$ cat src/rtl/neuron_mac_accum.sv
`default_nettype none
// ============================================================================
// Module      : neuron_mac_accum
// Description : Serial multiply-accumulate stage computing one neuron
//               pre-activation z = bias + sum(x_i * w_i) over a streamed
//               vector of (x, w) pairs, in sign-magnitude fixed point
//               (Q fractional bits, bit N-1 = sign).
//               Stage 1 forms the truncated/saturated product, stage 2
//               accumulates in N+GUARD two's complement, and the final sum is
//               converted back to saturated sign-magnitude.
// Ports       : clk, rst       - clock (rising edge), sync active-high reset
//               in_valid/ready - input beat handshake
//               in_x, in_w     - activation and weight (sign-magnitude)
//               in_bias        - bias, sampled on a vector's first beat
//               in_last        - final beat of the vector
//               out_valid/ready- result handshake
//               out_data       - z, sign-magnitude, saturated
//               out_ovf        - sticky per vector: product/sum/output saturated
// Revision    : 1.0 - initial release
// ============================================================================
module neuron_mac_accum #(
  parameter int Q     = 24,
  parameter int N     = 32,
  parameter int GUARD = 8
) (
  input  logic         clk,
  input  logic         rst,
  input  logic         in_valid,
  output logic         in_ready,
  input  logic [N-1:0] in_x,
  input  logic [N-1:0] in_w,
  input  logic [N-1:0] in_bias,
  input  logic         in_last,
  output logic         out_valid,
  input  logic         out_ready,
  output logic [N-1:0] out_data,
  output logic         out_ovf
);

  localparam int ACC_W = N + GUARD;
  localparam int MW    = N - 1;
  localparam int PW    = 2 * MW;

  typedef enum logic [1:0] {
    ST_ACC   = 2'd0,
    ST_FLUSH = 2'd1,
    ST_OUT   = 2'd2
  } state_e;

  // Sign-magnitude to two's complement; a negative zero maps to plain zero.
  function automatic logic [ACC_W-1:0] sm_to_tc(input logic sgn, input logic [MW-1:0] mag);
    logic [ACC_W-1:0] ext;
    ext = {{(ACC_W-MW){1'b0}}, mag};
    return sgn ? -ext : ext;
  endfunction

  state_e             state_q, state_d;
  logic               first_q, first_d;
  logic               p_valid_q, p_valid_d;
  logic               p_first_q, p_first_d;
  logic               p_last_q, p_last_d;
  logic               p_ovf_q, p_ovf_d;
  logic [ACC_W-1:0]   p_prod_q, p_prod_d;
  logic [ACC_W-1:0]   p_bias_q, p_bias_d;
  logic [ACC_W-1:0]   acc_q, acc_d;
  logic               acc_ovf_q, acc_ovf_d;
  logic [N-1:0]       out_data_q, out_data_d;
  logic               out_ovf_q, out_ovf_d;

  logic               accept;
  logic [PW-1:0]      prod_full;
  logic               prod_hi_ovf;
  logic [MW-1:0]      prod_mag;
  logic [ACC_W-1:0]   base;
  logic [ACC_W:0]     sum_wide;
  logic               sum_sat;
  logic [ACC_W-1:0]   sum_clip;
  logic [ACC_W-1:0]   acc_abs;
  logic               out_sat;
  logic [MW-1:0]      out_mag;
  logic               stage_ovf;

  assign in_ready  = (state_q == ST_ACC);
  assign out_valid = (state_q == ST_OUT);
  assign out_data  = out_data_q;
  assign out_ovf   = out_ovf_q;
  assign accept    = in_valid && in_ready;

  // Stage 1: magnitude product, keep the Q-aligned window, saturate if any
  // bit above the window is set.
  assign prod_full   = {{MW{1'b0}}, in_x[MW-1:0]} * {{MW{1'b0}}, in_w[MW-1:0]};
  assign prod_hi_ovf = |prod_full[PW-1:Q+MW];
  assign prod_mag    = prod_hi_ovf ? {MW{1'b1}} : prod_full[Q+MW-1:Q];

  // Stage 2: sign-extended add with clip to the accumulator's limits.
  assign base     = p_first_q ? p_bias_q : acc_q;
  assign sum_wide = {base[ACC_W-1], base} + {p_prod_q[ACC_W-1], p_prod_q};
  assign sum_sat  = sum_wide[ACC_W] ^ sum_wide[ACC_W-1];
  assign sum_clip = !sum_sat        ? sum_wide[ACC_W-1:0] :
                    sum_wide[ACC_W] ? {1'b1, {(ACC_W-1){1'b0}}} :
                                      {1'b0, {(ACC_W-1){1'b1}}};

  // Output conversion straight from the stage-2 result so the finished value
  // is registered on the same edge the last product is accumulated.
  assign acc_abs   = sum_clip[ACC_W-1] ? -sum_clip : sum_clip;
  assign out_sat   = |acc_abs[ACC_W-1:MW];
  assign out_mag   = out_sat ? {MW{1'b1}} : acc_abs[MW-1:0];
  assign stage_ovf = (p_first_q ? 1'b0 : acc_ovf_q) | p_ovf_q | sum_sat;

  always_comb begin
    state_d    = state_q;
    first_d    = first_q;
    p_valid_d  = accept;
    p_first_d  = p_first_q;
    p_last_d   = p_last_q;
    p_ovf_d    = p_ovf_q;
    p_prod_d   = p_prod_q;
    p_bias_d   = p_bias_q;
    acc_d      = acc_q;
    acc_ovf_d  = acc_ovf_q;
    out_data_d = out_data_q;
    out_ovf_d  = out_ovf_q;

    if (accept) begin
      p_first_d = first_q;
      p_last_d  = in_last;
      p_ovf_d   = prod_hi_ovf;
      p_prod_d  = sm_to_tc(in_x[N-1] ^ in_w[N-1], prod_mag);
      if (first_q) begin
        p_bias_d = sm_to_tc(in_bias[N-1], in_bias[MW-1:0]);
      end
      first_d = 1'b0;
    end

    if (p_valid_q) begin
      acc_d     = sum_clip;
      acc_ovf_d = stage_ovf;
      if (p_last_q) begin
        // acc == 0 has a clear sign bit, so zero always comes out as +0.
        out_data_d = {sum_clip[ACC_W-1], out_mag};
        out_ovf_d  = stage_ovf | out_sat;
      end
    end

    case (state_q)
      ST_ACC: begin
        if (accept && in_last) state_d = ST_FLUSH;
      end
      ST_FLUSH: begin
        if (p_valid_q && p_last_q) state_d = ST_OUT;
      end
      ST_OUT: begin
        if (out_ready) begin
          state_d   = ST_ACC;
          first_d   = 1'b1;
          acc_ovf_d = 1'b0;
          out_ovf_d = 1'b0;
        end
      end
      default: state_d = ST_ACC;
    endcase
  end

  always_ff @(posedge clk) begin
    if (rst) begin
      state_q    <= ST_ACC;
      first_q    <= 1'b1;
      p_valid_q  <= 1'b0;
      p_first_q  <= 1'b0;
      p_last_q   <= 1'b0;
      p_ovf_q    <= 1'b0;
      p_prod_q   <= '0;
      p_bias_q   <= '0;
      acc_q      <= '0;
      acc_ovf_q  <= 1'b0;
      out_data_q <= '0;
      out_ovf_q  <= 1'b0;
    end else begin
      state_q    <= state_d;
      first_q    <= first_d;
      p_valid_q  <= p_valid_d;
      p_first_q  <= p_first_d;
      p_last_q   <= p_last_d;
      p_ovf_q    <= p_ovf_d;
      p_prod_q   <= p_prod_d;
      p_bias_q   <= p_bias_d;
      acc_q      <= acc_d;
      acc_ovf_q  <= acc_ovf_d;
      out_data_q <= out_data_d;
      out_ovf_q  <= out_ovf_d;
    end
  end

endmodule
`default_nettype wire

$ cat config.mk
export PLATFORM = sky130hd
export DESIGN_NAME = neuron_mac_accum
export DESIGN_NICKNAME = d
export VERILOG_FILES = /design/src/rtl/neuron_mac_accum.sv
export SDC_FILE = /design/constraint.sdc
export NUM_CORES = 2
export LEC_CHECK = 0
export ABC_AREA = 1
export ABC_CLOCK_PERIOD_IN_PS = 12200
export CAP_MARGIN = 20
export CORE_MARGIN = 5
export CORE_UTILIZATION = 60
export DETAILED_ROUTE_END_ITERATION = 8
export GPL_TIMING_DRIVEN = 0
export HOLD_SLACK_MARGIN = 0.08
export PLACE_DENSITY = 0.78
export SKIP_CTS_REPAIR_TIMING = 1
export SYNTH_ARGS = -nofsm -noshare
export SYNTH_HDL_FRONTEND = slang
export SYNTH_SLANG_ARGS = --single-unit
$ cat constraint.sdc
create_clock -name clk -period 12.2 [get_ports clk]
set_input_delay 1.83 -clock clk [delete_from_list [all_inputs] [get_ports clk]]
set_output_delay 1.83 -clock clk [all_outputs]
set_load 0.03 [all_outputs]
* Yosys cells after proc, flatten, opt, wreduce, memory -nomap -nowiden
Cells that the tools add are included.
** Storage, ports and cells
- ROM bits :: 0
- Output and inout port bits :: 35
- Register bits :: 161
- Logic and storage cells :: 59
- Memories kept :: 0
- Bits in writable memories :: 0
- Bits of input ports :: 101
- Latch bits :: 0
** Cells by class
- Bitwise logic cells :: 5
- Div/mod/pow operators :: 0
- Multiply operators :: 1
- Magnitude comparators :: 0
- Shifts and indexed selects :: 0
- Reductions and logical operators :: 9
- $add $sub $neg :: 4
- Eq/ne operators :: 5
- Mux-type cells :: 23
** Operators by type and width (number)
- 40-bit 2-to-1 mux :: 6
- 31-bit negation with 40-bit output :: 2
- 31-bit by 31-bit multiplier with 62-bit output :: 1
- 31-bit 2-to-1 mux :: 2
- 40-bit by 40-bit adder with 41-bit output :: 1
- 40-bit negation :: 1
- 1-bit 2-to-1 mux :: 11
- 9-bit OR reduction :: 1
- 7-bit OR reduction :: 1
- 2-bit 2-to-1 mux :: 3
- 2-bit case mux with 3 select lines :: 1
- 2-bit by 1-bit != test with 1-bit output, second input constant :: 2
- 2-bit AND reduction :: 2
- 1-bit logical AND :: 3
- 1-bit bitwise OR :: 3
- 3-bit AND reduction :: 1
- 2-bit by 1-bit equality test with 1-bit output, second input constant :: 1
- 2-bit equality test, second input constant :: 1
- 2-bit logical NOT :: 1
- 2-bit != test, second input constant :: 1
- 1-bit bitwise XOR :: 2

* Longest topological paths before layout
- Depth after elaboration :: 12
- Depth in mapped cells :: 47
- Gate-level depth less buffers :: 45

* Least setup slack after synthesis
Ideal clock, no wire load.
- Kind :: input port to flip-flop
- From :: input port in_x[13]
- To :: register p_prod_q[32]
- Required time :: 12.068 ns
- Buffers on the path :: 2
- Library setup time :: 0.132 ns
- Arrival time :: 9.212 ns
- Stages :: 41
- Setup slack :: 2.856 ns
- Cell sequence :: clkbuf_1 > nand2_1 > fa_1 > inv_1 > fa_1 > inv_1 > fa_1 > inv_1 > fa_1 > inv_1 > fa_1 > inv_1 > fa_1 > fa_1 > inv_1 > fa_1 > inv_1 > ha_1 > [5 not listed] > nand3_1 > nand2_1 > nand3_1 > nand2_1 > nor2_2 > nand3_1 > buf_4 > nor2_1 > ha_1 > inv_1 > nor2_1 > nand2_1 > nor2_1 > nand2_1 > nor2_1 > nand2_1 > o21ai_2 > a21oi_1
** Between the ends
- Cells in the longest elaborated chain, start to end :: 5
** RTL lines
- start, declared :: RTL line 30 : input logic [N-1:0] in_x,
- 31-bit by 31-bit multiplier with 62-bit output (*) :: RTL line 91 : assign prod_full = {{MW{1'b0}}, in_x[MW-1:0]} * {{MW{1'b0}}, in_w[MW-1:0]};
- 7-bit OR reduction :: RTL line 92 : assign prod_hi_ovf = |prod_full[PW-1:Q+MW];
- 31-bit 2-to-1 mux (*) :: RTL line 93 : assign prod_mag = prod_hi_ovf ? {MW{1'b1}} : prod_full[Q+MW-1:Q];
- 31-bit negation with 40-bit output (*) :: RTL line 54 : return sgn ? -ext : ext;
- 40-bit 2-to-1 mux (*) :: RTL line 54
- end signal, assigned :: RTL line 185 : p_prod_q <= p_prod_d;
- end, declared :: RTL line 63 : logic [ACC_W-1:0] p_prod_q, p_prod_d;
Mark *: on every way between the ends. The rest lies on a longest branch, timed or not.
A chain may end at the register's enable or synchronous reset.

* Worst setup path in the final report
- From :: input port in_w[21]
- To :: register p_prod_q[36]
** Between the ends
- Cells in the longest elaborated chain, start to end :: 5
** RTL lines
- start, declared :: RTL line 31 : input logic [N-1:0] in_w,
- 31-bit by 31-bit multiplier with 62-bit output (*) :: RTL line 91
- 7-bit OR reduction :: RTL line 92
- 31-bit 2-to-1 mux (*) :: RTL line 93
- 31-bit negation with 40-bit output (*) :: RTL line 54
- 40-bit 2-to-1 mux (*) :: RTL line 54
Marks and branches as above.

==> run summary <==
The final-layout fill cell count is approximately 7.0k. The average wire length per cell after detail routing came out at about 23 um. The initial utilization of the core area, before any placement, comes to 0.604. Setup repair after global routing left no endpoint under its margin. The number of warnings issued by yosys came out at 0. The utilization after layout came out at 0.648. The most used flip-flop cell after synthesis is dfxtp_1. The via count of the first global-routing pass is about 43k.

The hold violation count in the final report came out at 0. The post-synthesis net count is 7789. The worst-margin pin slew came out at about 1300 ps. The detail route stage leaves a number of antenna-violating nets equal to 0.

STA classifies the critical path startpoint as an input port. The number of enable flip-flop cells after synthesis came out at 0. The largest stage delay on the critical path is ~960 ps. The count of TritonRoute iterations in the first routing pass came out at 7. Measured against its own limit, the worst slew margin works out to 0.159. The flow ran to the end, and the final reports show no timing, DRC or antenna violations. The unique cell type count in the Yosys netlist came out at 55. The number of buffers added by the clock tree synthesis step is 17. After layout, the worst setup slack is approximately 220 ps. The fraction of registers with async set/reset is 0. The share of final-layout standard cells stronger than drive strength 1 came out at 0.0299.

The height of the chip is 286 um. At the end of routability-driven placement, the weighted congestion stood at between 1 and 1.5. The biggest fanout along the worst timing path came out at 10. The clock transition at the register clock pins on the worst setup and hold paths after CTS is about 70 ps. The library cell used as clock root buffer is clkbuf_16. The per-cell via count in the routed design is 5.69. The final-report max-slew violation count is 0.

In this run the horizontal extent of the chip is approximately 290 um. The DRC violation count after routing is 0. The post-layout net count came out at roughly 7.9k. The combined area of all synthesized cells came out at between 40000 and 50000 um2. The instance count after placement with tap cells included is approximately 7.7k.

The sum of net half-perimeters after detailed placement came out at approximately 150000 um. The min-delay analysis places its worst path in the category reg2reg. The instance count along the most critical hold path is 2. The worst-case clock buffer depth came out at 2. The max capacitance violation total is 0. The number of setup violations in the final report is 0. The gate count after technology mapping is ~6.6k.

The slowest stage of the critical path belongs to the cell clkbuf_1. The share of the clock period used by the worst path after layout came out at 0.982. The average instance in the mapped netlist occupies approximately 7 um2.

TritonCTS built the clock tree. The wire length of the first global-routing pass came out at ~260000 um. Across all layers, the routed design uses about 44k vias. The smallest clock period supported by the final layout is computed as roughly 12000 ps. The flip-flop and latch count after synthesis is approximately 160. The pin count of the biggest net entering global routing came out at 17.

Global routing finished with a remaining overflow of 0. The placeable core region is 75800 um2. STA puts the critical path data required time at around 12000 ps. The synthesis-to-layout area growth came out at 7.27%. The boundary pin count is about 140. For the worst flop-to-flop path, the logic depth is 40. The number of clock sinks is approximately 160. The placement row count is 101. The worst slack after detailed placement came out at -163 ps. The overall global routing resource usage is 0.434. The number of antenna violations at the first check in global routing was 10. The wire length reported by the detailed router came out at 178000 um. The later pin in the worst-skew pair is clocked with a latency of 440 ps. On the final layout, the worst clock skew is ~8.7 ps. The fmax is 83.5 MHz.

Data arrives at the worst endpoint at around 12000 ps. In this run the tool buffered the top-level ports with 135 buffer cells. The proportion of synthesized chip area in sequential cells came out at 0.0704. The count of non-filler cells in the finished layout came out at ~7.7k. The setup TNS after final layout is 0 ps. By startpoint and endpoint, the worst setup path is classified as in2reg.

The number of levels in the clock H-tree is 4. The number of DRC violations after detailed-routing iteration 0 came out at about 5.3k. The full die area came out at slightly above 80000 um2. STA classifies the critical path endpoint as a register.
cells by family (layout without fill, tap and decap cells):
group                      Yosys count  after routing  synth area share
AOI/OAI and AO/OA                  509            509            0.0599
other                                0              2                 0
DFF                                161            161            0.0704
xor gates and xnor gates            81             81            0.0155
adders and majority gates         1134           1134             0.447
buffers and inverters             2049           2218             0.172
and+or+nand+nor                   2620           2620             0.236
stage by stage:
stage	hold WS, ps	area (um2)
floorplan	444	45800
global placement	452	48400
detailed placement	455	48400
CTS	465	49000
global route	485	49100
finish	465	49100
final timing paths:
check | slack [ps] | endpoint | start
worst min register to register | 470 | p_bias_q[35]$_SDFFE_PP0P_ | p_bias_q[35]$_SDFFE_PP0P_
worst max-delay path | 220 | p_prod_q[36]$_SDFFE_PP0P_ | in_w[21]
worst min-delay path | 470 | p_bias_q[35]$_SDFFE_PP0P_ | p_bias_q[35]$_SDFFE_PP0P_
worst max register to register | 3630 | out_data[2]$_SDFFE_PP0P_ | p_first_q$_SDFFE_PP0P_
registers in the layout, summed over array words and instances, names as in the netlist:
register   cells
state_q        2
p_bias_q      40
first_q        1
acc_ovf_q      1
p_ovf_q        1
p_last_q       1
p_prod_q      40
out_ovf        1
p_first_q      1
p_valid_q      1
acc_q         40
out_data      32
layer usage:
layer | track usage | wire length, um | up-vias
met3 | 0.162 | 27900 | 647
met5 | 0 | 25 | -
met2 | 0.602 | 69200 | 2876
met4 | 0.200 | 11000 | 4
li1 | - | - | 19300
met1 | 0.605 | 69700 | 21000
placed cells by master (no fill, tap or decap), types with 59 or more instances in the layout:
cell,count
nand2_1,1821
inv_1,1768
fa_1,837
nor2_1,406
ha_1,297
a21oi_1,237
clkbuf_1,208
nand3_1,195
o21ai_0,194
dfxtp_1,161
clkdlybuf4s50_1,135
xor2_1,59
synthesized netlist by cell type, drive strengths merged, types with 25 or more instances:
cell type | n | share of area
a21oi | 242 | 0.027
nor2 | 432 | 0.038
xor2 | 59 | 0.011
fa | 837 | 0.37
nand3 | 228 | 0.029
nand4 | 36 | 0.0049
nand2 | 1849 | 0.15
o21bai | 27 | 0.0044
dfxtp | 161 | 0.070
clkbuf | 244 | 0.020
o21ai | 202 | 0.022
ha | 297 | 0.081
buf | 25 | 0.0051
inv | 1774 | 0.15
nor3 | 32 | 0.0037
cell type report:
cell class                      instances  area, um2  share of cell area
Antenna cell                            2       5.00            0.000102
Clock buffer                           17        425             0.00866
Timing Repair Buffer                  137       1380              0.0281
Buffer                                273       1250              0.0255
Inverter                             1776       6670               0.136
Clock inverter                         15        221             0.00451
Sequential cell                       161       3220              0.0656
Multi-Input combinational cell       4344      34700               0.707
Tap cell                              978       1220              0.0249
critical path, delay by kind of cell:
| kind | cells | cell delay, ps |
|---|---|---|
| compound gates | 2 | 520 |
| simple gates | 18 | 3230 |
| fa+ha+maj | 10 | 4330 |
| buf+inv | 8 | 2320 |
Power is left out: the tool's default activity adds up to more than one toggle a clock period on the data nets, which glitch-free logic cannot reach.
